<file path="config.mk">
export PLATFORM = sky130hd
export DESIGN_NAME = mmio_uart_tx
export DESIGN_NICKNAME = d
export VERILOG_FILES = /design/src/rtl/mmio_uart_tx.sv
export SDC_FILE = /design/constraint.sdc
export NUM_CORES = 1
export LEC_CHECK = 0
export CAP_MARGIN = 25
export CORE_MARGIN = 4
export CORE_UTILIZATION = 37
export DETAILED_ROUTE_END_ITERATION = 7
export PLACE_DENSITY_LB_ADDON = 0.05
export SYNTH_ARGS = -nofsm -noshare
export SYNTH_HDL_FRONTEND = slang
export SYNTH_SLANG_ARGS = --single-unit
export TNS_END_PERCENT = 5
</file>
<file path="constraint.sdc">
create_clock -name clk -period 2.5 [get_ports clk]
set_input_delay 0.5 -clock clk [delete_from_list [all_inputs] [get_ports clk]]
set_output_delay 0.5 -clock clk [all_outputs]
set_load 0.005 [all_outputs]
</file>
<file path="src/rtl/mmio_uart_tx.sv">
// mmio_uart_tx: memory-mapped 8N1 UART transmitter with a one-byte holding buffer and store back-pressure
module mmio_uart_tx #(
  parameter int          CLKS_PER_BIT = 16,
  parameter logic [31:0] BASE_ADDRESS = 32'h0000_1000
) (
  input  logic        clk,
  input  logic        reset,
  input  logic [31:0] address,
  input  logic [31:0] write_data,
  input  logic [2:0]  subfunction_3,
  input  logic        request_write,
  input  logic        request_read,
  output logic        clk_stall,
  output logic [31:0] read_data,
  output logic        decoding_error,
  output logic        tx
);
  localparam int CW = $clog2(CLKS_PER_BIT);
  localparam logic [CW-1:0] RELOAD = CW'(CLKS_PER_BIT - 1);
  typedef enum logic [1:0] {IDLE, START, DATA, STOP} state_t;
  state_t state, state_next;
  logic [CW-1:0] count, count_next;
  logic [2:0] bit_index, bit_index_next;
  logic [7:0] shifter, shifter_next, holding, last_written;
  logic holding_full, hit, tx_hit, st_hit, bad_off, wr_ok, rd_ok, wr_err, rd_err;
  logic accept, done, load, busy, tx_next, unused;
  assign hit = address[31:4] == BASE_ADDRESS[31:4];
  assign tx_hit = hit & (address[3:2] == 2'd0);
  assign st_hit = hit & (address[3:2] == 2'd1);
  assign bad_off = hit & address[3];
  assign wr_ok = subfunction_3 inside {3'b000, 3'b001, 3'b010};
  assign rd_ok = subfunction_3 inside {3'b010, 3'b100};
  assign wr_err = request_write & (bad_off | st_hit | (hit & ~wr_ok));
  assign rd_err = request_read & hit & (bad_off | ~rd_ok);
  assign decoding_error = wr_err | rd_err;
  assign clk_stall = request_write & tx_hit & holding_full;
  assign accept = request_write & tx_hit & wr_ok & ~holding_full;
  assign busy = (state != IDLE) | holding_full;
  assign read_data = (~request_read | rd_err) ? 32'd0 :
                     tx_hit ? {24'd0, last_written} :
                     st_hit ? {30'd0, holding_full, busy} : 32'd0;
  assign unused = ^{write_data[31:8], address[1:0]};
  assign done = count == '0;
  always_ff @(posedge clk) begin
    if (reset) begin
      state <= IDLE;
      count <= '0;
      bit_index <= '0;
      shifter <= '0;
      holding <= '0;
      holding_full <= 1'b0;
      last_written <= '0;
      tx <= 1'b1;
    end else begin
      state <= state_next;
      count <= count_next;
      bit_index <= bit_index_next;
      shifter <= shifter_next;
      tx <= tx_next;
      holding <= accept ? write_data[7:0] : holding;
      last_written <= accept ? write_data[7:0] : last_written;
      holding_full <= accept | (holding_full & ~load);
    end
  end
  always_comb begin
    state_next = state;
    case (state)
      IDLE:    state_next = holding_full ? START : IDLE;
      START:   state_next = done ? DATA : START;
      DATA:    state_next = (done && bit_index == 3'd7) ? STOP : DATA;
      STOP:    state_next = done ? (holding_full ? START : IDLE) : STOP;
      default: state_next = IDLE;
    endcase
  end
  always_comb begin
    load = holding_full & ((state == IDLE) | ((state == STOP) & done));
    shifter_next = load ? holding : (state == DATA && done) ? {1'b0, shifter[7:1]} : shifter;
    bit_index_next = (state == START) ? 3'd0 : (state == DATA && done) ? bit_index + 3'd1 : bit_index;
    count_next = (state_next != state || (state == DATA && done)) ? RELOAD : done ? count : count - 1'b1;
    tx_next = (state_next == START) ? 1'b0 : (state_next == DATA) ? shifter_next[0] : 1'b1;
  end
endmodule

</file>
# Yosys cells after proc, flatten, opt, wreduce, memory -nomap -nowiden
# Index checks and enable logic that the tools add are counted.
# op_classes
n_addsub	2
n_eq_ne	13
n_mux	14
bitwise	27
n_reduce_logical	12
# op_table
op	count
two-way mux 8 bit	4
== test 28 x 9 -> 1 bit (second input constant)	1
bitwise AND 1 bit	14
two-way mux 4 bit	2
OR 1 bit	8
case mux 2 bit (4 select lines)	1
== test 2 x 1 -> 1 bit (second input constant)	3
== test 2 bit (second input constant)	3
== test 3 bit (second input constant)	2
two-way mux 2 bit	3
nonzero test 2 bit	3
NOT 1 bit	5
zero test 2 bit	2
zero test 4 bit	1
two-way mux 1 bit	4
subtractor 4 x 1 -> 4 bit (second input constant)	1
adder 3 x 1 -> 3 bit (second input constant)	1
== test 3 x 1 -> 1 bit (second input constant)	1
== test 3 x 2 -> 1 bit (second input constant)	1
zero test 3 bit	1
nonzero test 3 bit	1
logical AND 1 bit	2
!= test 2 x 1 -> 1 bit (second input constant)	1
!= test 2 bit	1
2 further kinds	2
# totals
register_bits	27
inputBits	71
output_inout_bits	35
elab_cells	76

# Logic depth before layout (Yosys ltp)
# Gate-level depths: netlist of the first run.
# logic_depth
ltp_word	7
depth_mapped	7

# Worst setup path before layout of the first run
# Ideal clock, no wire load.
# synth_path
path_kind	input -> output
from	input port address[13]
to	output port read_data[2]
arrival_time_ps	1691
setup_slack_ps	309
path_stages	4
path_buffers	0
path_cell_list	nor4b_1 -> nand4_2 -> nor4_4 -> and2_1
# synth_between
elab_chain_len	6
elab_cells_between_ends	9
cone_classes	1 x eq/ne; 2 x mux; 6 x bitwise
# synth_lines
item	line_no	rtl
from (decl)	8	input logic [31:0] address,
== test 28 x 9 -> 1 bit (*)	27	assign hit = address[31:4] == BASE_ADDRESS[31:4];
bitwise AND 1 bit	30	assign bad_off = hit & address[3];
OR 1 bit	34	assign rd_err = request_read & hit & (bad_off | ~rd_ok);
bitwise AND 1 bit	34	
OR 1 bit	39	assign read_data = (~request_read | rd_err) ? 32'd0 :
two-way mux 8 bit (*)	39	
to (decl)	14	output logic [31:0] read_data,
# Every way passes the cells marked *; elsewhere a longest branch is shown, timed or not.

# Final worst setup path of the first run
# layout_path
from	input port subfunction_3[2]
to	output port read_data[5]
# layout_between
elab_chain_len	7
elab_cells_between_ends	8
cone_classes	2 x eq/ne; 1 x mux; 4 x bitwise; 1 x reduce/logical
# layout_lines
item	line_no	rtl
from (decl)	10	input logic [2:0] subfunction_3,
== test 3 x 2 -> 1 bit / == test 3 bit (equally long branches)	32	assign rd_ok = subfunction_3 inside {3'b010, 3'b100};
nonzero test 2 bit (*)	32	
NOT 1 bit (*)	34	
OR 1 bit (*)	34	
bitwise AND 1 bit (*)	34	
OR 1 bit (*)	39	
two-way mux 8 bit (*)	39	
# Marks and branches as above.

==> results of run 1 <==
## final cells by class
cell class	instances	share of cell area, %
flip-flops and latches	27	21.0
repair buffers	80	27.8
well taps	52	2.52
inverters	3	0.436
clock inverters	1	0.291
clock buffers	3	1.60
multi-input cells	162	46.4
## how the worst max path moves through the flow
stage / end / slack (ps) / depth (start not counted)
floorplan: read_data[2] / 310 / 4
CTS: read_data[6] / -120 / 8
global route: read_data[5] / -160 / 8
detailed placement: read_data[0] / -600 / 6
global placement: read_data[6] / -600 / 6
finish: read_data[5] / -80 / 8
## metrics by stage
stage / cell area (sq um) / std cells
after global placement: 2340 / 320
after floorplan: 1800 / 227
final: 2580 / 328
after detailed placement: 2340 / 320
after CTS: 2460 / 326
after global routing: 2580 / 328
## per-layer routing
metal	routed length, microns	track usage, %
met1	1970	19.1
met2	2180	24.8
met3	420	5.32
met4	63	5.52
met5	0	0
## timing repair
action,4_1_cts,5_1_grt
endpoints found under the setup margin,10,10
pin swaps,19,13
gates resized for setup,92,22
buffers inserted,2,2
## registers in the layout, summed over array words and instances (netlist names)
register      count
bit_index         3
tx                1
shifter           8
last_written      8
state             2
count             4
holding_full      1
## power groups by stage
stage	combinational, uW	clock [uW]	sequential (uW)
floorplan	248	0	474
global placement	334	0	489
detailed placement	338	0	490
CTS	342	267	480
global route	388	282	485
finish	353	256	480
## cells by family (layout without fill, tap and decap cells)
kind of cell / Yosys count / after routing / synth area share, %
AND/OR/NAND/NOR: 83 / 83 / 29.3
AO/OA/AOI/OAI: 46 / 46 / 19.2
XOR/XNOR: 3 / 3 / 1.54
other: 1 / 24 / 0.219
buffers and inverters: 38 / 87 / 14.1
flip-flops: 27 / 27 / 31.6
adder cells (fa/ha/maj): 3 / 3 / 2.19
multiplexers: 3 / 3 / 1.90
## cells in the mapped netlist, types with 4 or more instances
library cell   n
nand4_1        8
a311oi_1       6
nand2_1       11
nor3_1         4
dfxtp_1       27
nor4_1         6
o31ai_1        9
nand3_1        9
a21oi_1       15
nor2_1        17
and2_1         6
clkbuf_1       6
buf_4         25
## worst min-delay path: stages, from the launching register on
cell	delay (ps)
dfxtp_1	320
nand3_1	60
a21oi_1	60
==> results by group, run 1 <==
Clock network
  • Clock-pin slew on the worst setup and hold paths: around 100 ps
  • CTS tree: done
  • CTS Sinks: 27
  • Post-CTS Hold Buffers: 0
  • CTS root buf: clkbuf_8
  • Htree depth: 1
  • Skew-Pair Late Insertion Delay: 280 ps
  • CTS buffer count: 3
  • CTS Buffer Depth: 2

Layout
  • Antenna Cells: 0
  • Fin nets: roughly 350
  • FILL cells: 411
  • Final Util: 58.4%
  • Multi-input logic area: 1200 sq um
  • Area growth, synth to finish: 50.7%
  • Commonest non-fill, non-tap cell in the layout: dfxtp_1
  • Share of layout cells above drive strength 1: 25.7%
  • Most frequent cells in the layout: dfxtp_1 (27), conb_1 (24), buf_4 (23), dlygate4sd2_1 (19), nor2_1 (17)
  • Register area: around 540 sq um

Place
  • Placer congestion estimate: 0.751
  • Hpwl dp: 3.53 mm
  • Port bufs: 55
  • Setup slack at placement: -605 ps

STA
  • Final hold violations: 0
  • Worst rel slew slack: between 60% and 70%
  • Pins Over Slew Limit: 0
  • Final Setup Violations: 2
  • Worst Max-Slew Pin Slew: between 500 and 600 ps
  • Final worst-path cycle share: 103%
  • FMAX: just under 400 MHz
  • Clk_skew: between 8 and 9 ps
  • Fin Hold WS: 473 ps
  • Min Tclk post-route: 2580 ps
  • Setup TNS: -160 ps
  • RSZ-0062 raised after global routing: yes
  • Fin worst setup slack: -81.7 ps

Pwr
  • Sw Ratio: 30.3%
  • Tot Pwr: 1090 uW
  • Clock power frac: 23.5%
  • Part of the power in registers: between 40 and 50%
  • Internal power: 759 uW
  • Worst vdd ir: 204 uV
  • Psw: 330 uW
  • Comb power frac: between 30 and 40%
  • Power density cells: 422 nW/um^2
  • Leak Pwr: 0.00111 uW

Worst hold path
  • Hold EP: shifter[7]
  • Hold path depth: 2
  • Hold wc startpoint: shifter[7]
  • HP Class: reg -> reg

Global route
  • Largest net degree at the start of global routing: 17
  • Vias in the first global route: 1663
  • Gr ovfl total: 0
  • GRT Overall Usage: 15.5%
  • First-pass GRT wire length: around 7.6 mm
  • Initial antenna violation count: 0

Drt
  • Pre-antenna DRT Iters: 4
  • # DRC: 0
  • Total wire length: roughly 4.6 mm
  • DR vias/cell: 5.25
  • Via Count: 1721
  • Starting DRT DRC Count: 99
  • Antenna-violating nets left: 0
  • Avg WL per Cell: 14.1 microns

Floorplanning
  • Ports: 106
  • Die Span X: 76.0 microns
  • Std-Cell Core Area: 4410 sq um
  • Die height: between 70 and 80 microns
  • # rows: 24
  • Initial Utilization: around two fifths
  • Die area: 5780 sq um

Logic synthesis
  • Ranking of synthesized cells by area: dfxtp_1 (32%), buf_4 (11%), a21oi_1 (4.4%)
  • Netlist cell types: 49
  • Mapped cell area: between 1500 and 2000 sq um
  • Cells after Synth: 204
  • Biggest area consumer among synthesized cells: dfxtp_1
  • Post-synth EDFFs: 0
  • Async S/R FF share, synth: 0%
  • Top_reg_cell synth: dfxtp_1
  • Synth Register Bits: 27
  • Top cell type's share of synthesized area: between 30% and 40%
  • Sequential area share after synthesis: around a third
  • Syn avg cell area: 8.39 sq um
  • Yosys warns: 0

Critical path
  • Crit-path max FO: 4
  • Max stage delay cell, worst path: or4b_4
  • CP endpoint kind: primary output
  • Critical path data arrival time: 2080 ps
  • Worst path bufs/invs: 4
  • Reg2Reg Depth: 7
  • Worst Path Required: roughly 2000 ps
  • Launch point of the worst path: subfunction_3[2]
  • Startpoint Class: input port
  • Setup slack, reg-to-reg: 760 ps
  • Critical path class: in -> out
  • Reg2Reg Capture Point: tx
  • Top cell by count, worst path: buf_6
  • CP top delay family: simple AND/OR/NAND/NOR gates
  • R2R Path Start: count[0]
  • Crit-path cells: buf_8 > xnor2_4 > or4b_4 > nor4_4 > buf_4 > buf_6 > and2_4 > buf_6
  • Max incr delay on CP: approximately 540 ps

Run status
  • Failing checks: negative setup slack
  • Outcome: complete, but fails checks

Run
  • Max-cap viol count: 0
Power figures use the tool's default switching activity.
==> run 2, diff against run 1 <==
--- a/config.mk
+++ b/config.mk
@@ -9,5 +9,7 @@
 export CORE_MARGIN = 4
 export CORE_UTILIZATION = 37
+export CTS_CLUSTER_DIAMETER = 150
 export DETAILED_ROUTE_END_ITERATION = 7
+export GPL_TIMING_DRIVEN = 0
 export PLACE_DENSITY_LB_ADDON = 0.05
 export SYNTH_ARGS = -nofsm -noshare
==> constraint.sdc (replaced) <==
create_clock -name clk -period 2.5 [get_ports clk]
set_input_delay 0.25 -clock clk [delete_from_list [all_inputs] [get_ports clk]]
set_output_delay 0.25 -clock clk [all_outputs]
set_load 0.005 [all_outputs]
==> run 2 against run 1 <==
The flow still finishes with violations (negative setup slack). Sequential share of layout area hardly changed. Critical path depth shrank 1. Final cell count rose by 3.4%. Count of clock-buffer cells in the layout unchanged. Global-route usage down 0.78 points. Non-clock buffer count is 11 higher. Worst hold slack got worse by 94 ps. Sequential cell count is the same. Cell area down 0.15%. Clock power is 4% lower. Die area unchanged. Clock skew down 4.8 ps. Critical path type unchanged. Largest power group unchanged.
==> results by group, run 2 (synthesis results as in run 1) <==
Floorplanning
  • Initial Utilization: between 30% and 40%
  • Std-Cell Core Area: 4410 sq um
  • # rows: 24
  • Ports: about 110
  • Die height: between 70 and 80 microns
  • Die Span X: 76.0 microns
  • Die area: about 5800 sq um

Drt
  • # DRC: 0
  • Total wire length: 4.44 mm
  • DR vias/cell: 5.06
  • Starting DRT DRC Count: between 40 and 50
  • Pre-antenna DRT Iters: 4
  • Avg WL per Cell: about 13 microns
  • Antenna-violating nets left: 0
  • Via Count: 1716

STA
  • Final hold violations: 0
  • FMAX: 380 MHz
  • Worst Max-Slew Pin Slew: 969 ps
  • Setup TNS: -259 ps
  • Pins Over Slew Limit: 0
  • Fin worst setup slack: -131 ps
  • RSZ-0062 raised after global routing: yes
  • Worst rel slew slack: between 30% and 40%
  • Final worst-path cycle share: 105%
  • Final Setup Violations: 2
  • Clk_skew: roughly 3.2 ps
  • Fin Hold WS: ~380 ps
  • Min Tclk post-route: 2630 ps

Critical path
  • Max incr delay on CP: 530 ps
  • Critical path data arrival time: 2380 ps
  • Worst path bufs/invs: 3
  • Reg2Reg Depth: 6
  • Critical Path End: read_data[3]
  • Launch point of the worst path: subfunction_3[2]
  • Worst Path Required: 2250 ps
  • Max stage delay cell, worst path: or4b_4
  • Crit path depth: 7
  • Crit-path cells: clkdlybuf4s50_1 > xnor2_1 > or4b_4 > nor4_4 > buf_4 > and2_1 > clkdlybuf4s50_1
  • CP endpoint kind: primary output
  • Reg2Reg Capture Point: shifter[7]
  • Top cell by count, worst path: clkdlybuf4s50_1
  • CP top delay family: buffers and inverters
  • R2R Path Start: count[0]
  • Startpoint Class: input port
  • Crit-path max FO: 6
  • Setup slack, reg-to-reg: 310 ps
  • Critical path class: in -> out

Clock network
  • Post-CTS Hold Buffers: 0
  • Skew-Pair Late Insertion Delay: 270 ps
  • CTS Sinks: 27
  • CTS tree: done
  • CTS root buf: clkbuf_8
  • CTS Buffer Depth: 2
  • Htree depth: 1
  • CTS buffer count: 3
  • Clock-pin slew on the worst setup and hold paths: about 90 ps

Place
  • Port bufs: 54
  • Placer congestion estimate: 0.755
  • Hpwl dp: 3.51 mm

Global route
  • GRT Overall Usage: 14.7%
  • Gr ovfl total: 0
  • Initial antenna violation count: 0
  • Vias in the first global route: 1646
  • First-pass GRT wire length: 7.33 mm
  • Largest net degree at the start of global routing: 16

Layout
  • Multi-input logic area: about 1100 sq um
  • Share of layout cells above drive strength 1: 20.6%
  • Area growth, synth to finish: 50.5%
  • Register area: 541 sq um
  • Most frequent cells in the layout: clkdlybuf4s50_1 (46), buf_4 (27), dfxtp_1 (27), conb_1 (24), nor2_1 (17)
  • Fin nets: 362
  • Final Util: 58.4%
  • Antenna Cells: 0
  • Largest registers: last_written x8, shifter x8, count x4
  • FILL cells: 411
  • Commonest non-fill, non-tap cell in the layout: clkdlybuf4s50_1

Pwr
  • Worst vdd ir: 216 uV
  • Power density cells: around 420 nW/um^2
  • Leak Pwr: 0.00112 uW

Run status
  • Failing checks: negative setup slack
  • Outcome: complete, but fails checks

Run
  • Max-cap viol count: 0

Worst hold path
  • HP Class: in -> reg
[run 2: timing repair]
| action | in CTS | in global routing |
|---|---|---|
| setup buffers | 1 | 1 |
| pin swaps | 4 | 4 |
| setup endpoints to repair | 10 | 10 |
| gates resized for setup | 12 | 12 |
| cloned | 0 | 0 |
[run 2: through the flow]
step	total power, uW	worst slack [ps]	std cells	instance area, sq um
floorplan	721	809	227	1800
global placement	832	-414	333	2400
detailed placement	840	-400	333	2400
CTS	1090	-131	338	2520
global route	1150	-204	339	2580
finish	1090	-131	339	2580
[run 2: routing by layer]
layer	global-route usage (%)	part of all wire [%]
met1	18.8	44
met2	23.8	46
met3	4.26	8.9
met4	4.27	1.1
met5	0	0
[run 2: area by class of cell]
cell class                 count  area share (%)
multi-input combinational    162            43.0
timing repair buffer          56            22.2
sequential                    27            21.0
buffer                        35            9.03
tap                           52            2.53
clock buffer                   3            1.60
inverter                       3           0.437
clock inverter                 1           0.194
[run 2: where the power goes]
group / total (uW) / switching [uW] / internal [uW]
Clock: 245 / 134 / 112
Sequential: 466 / 12.1 / 454
Combinational: 380 / 179 / 201
[run 2: worst min path at each step]
stage	slack (ps)	cells past startpoint	start	endpoint
5_1_grt	410	2	reset	state[1]
4_1_cts	370	2	reset	state[1]
6_report	380	2	reset	state[1]
3_5_place_dp	470	2	shifter[7]	shifter[7]
2_1_floorplan	400	2	write_data[0]	last_written[0]
3_3_place_gp	460	2	last_written[7]	shifter[7]
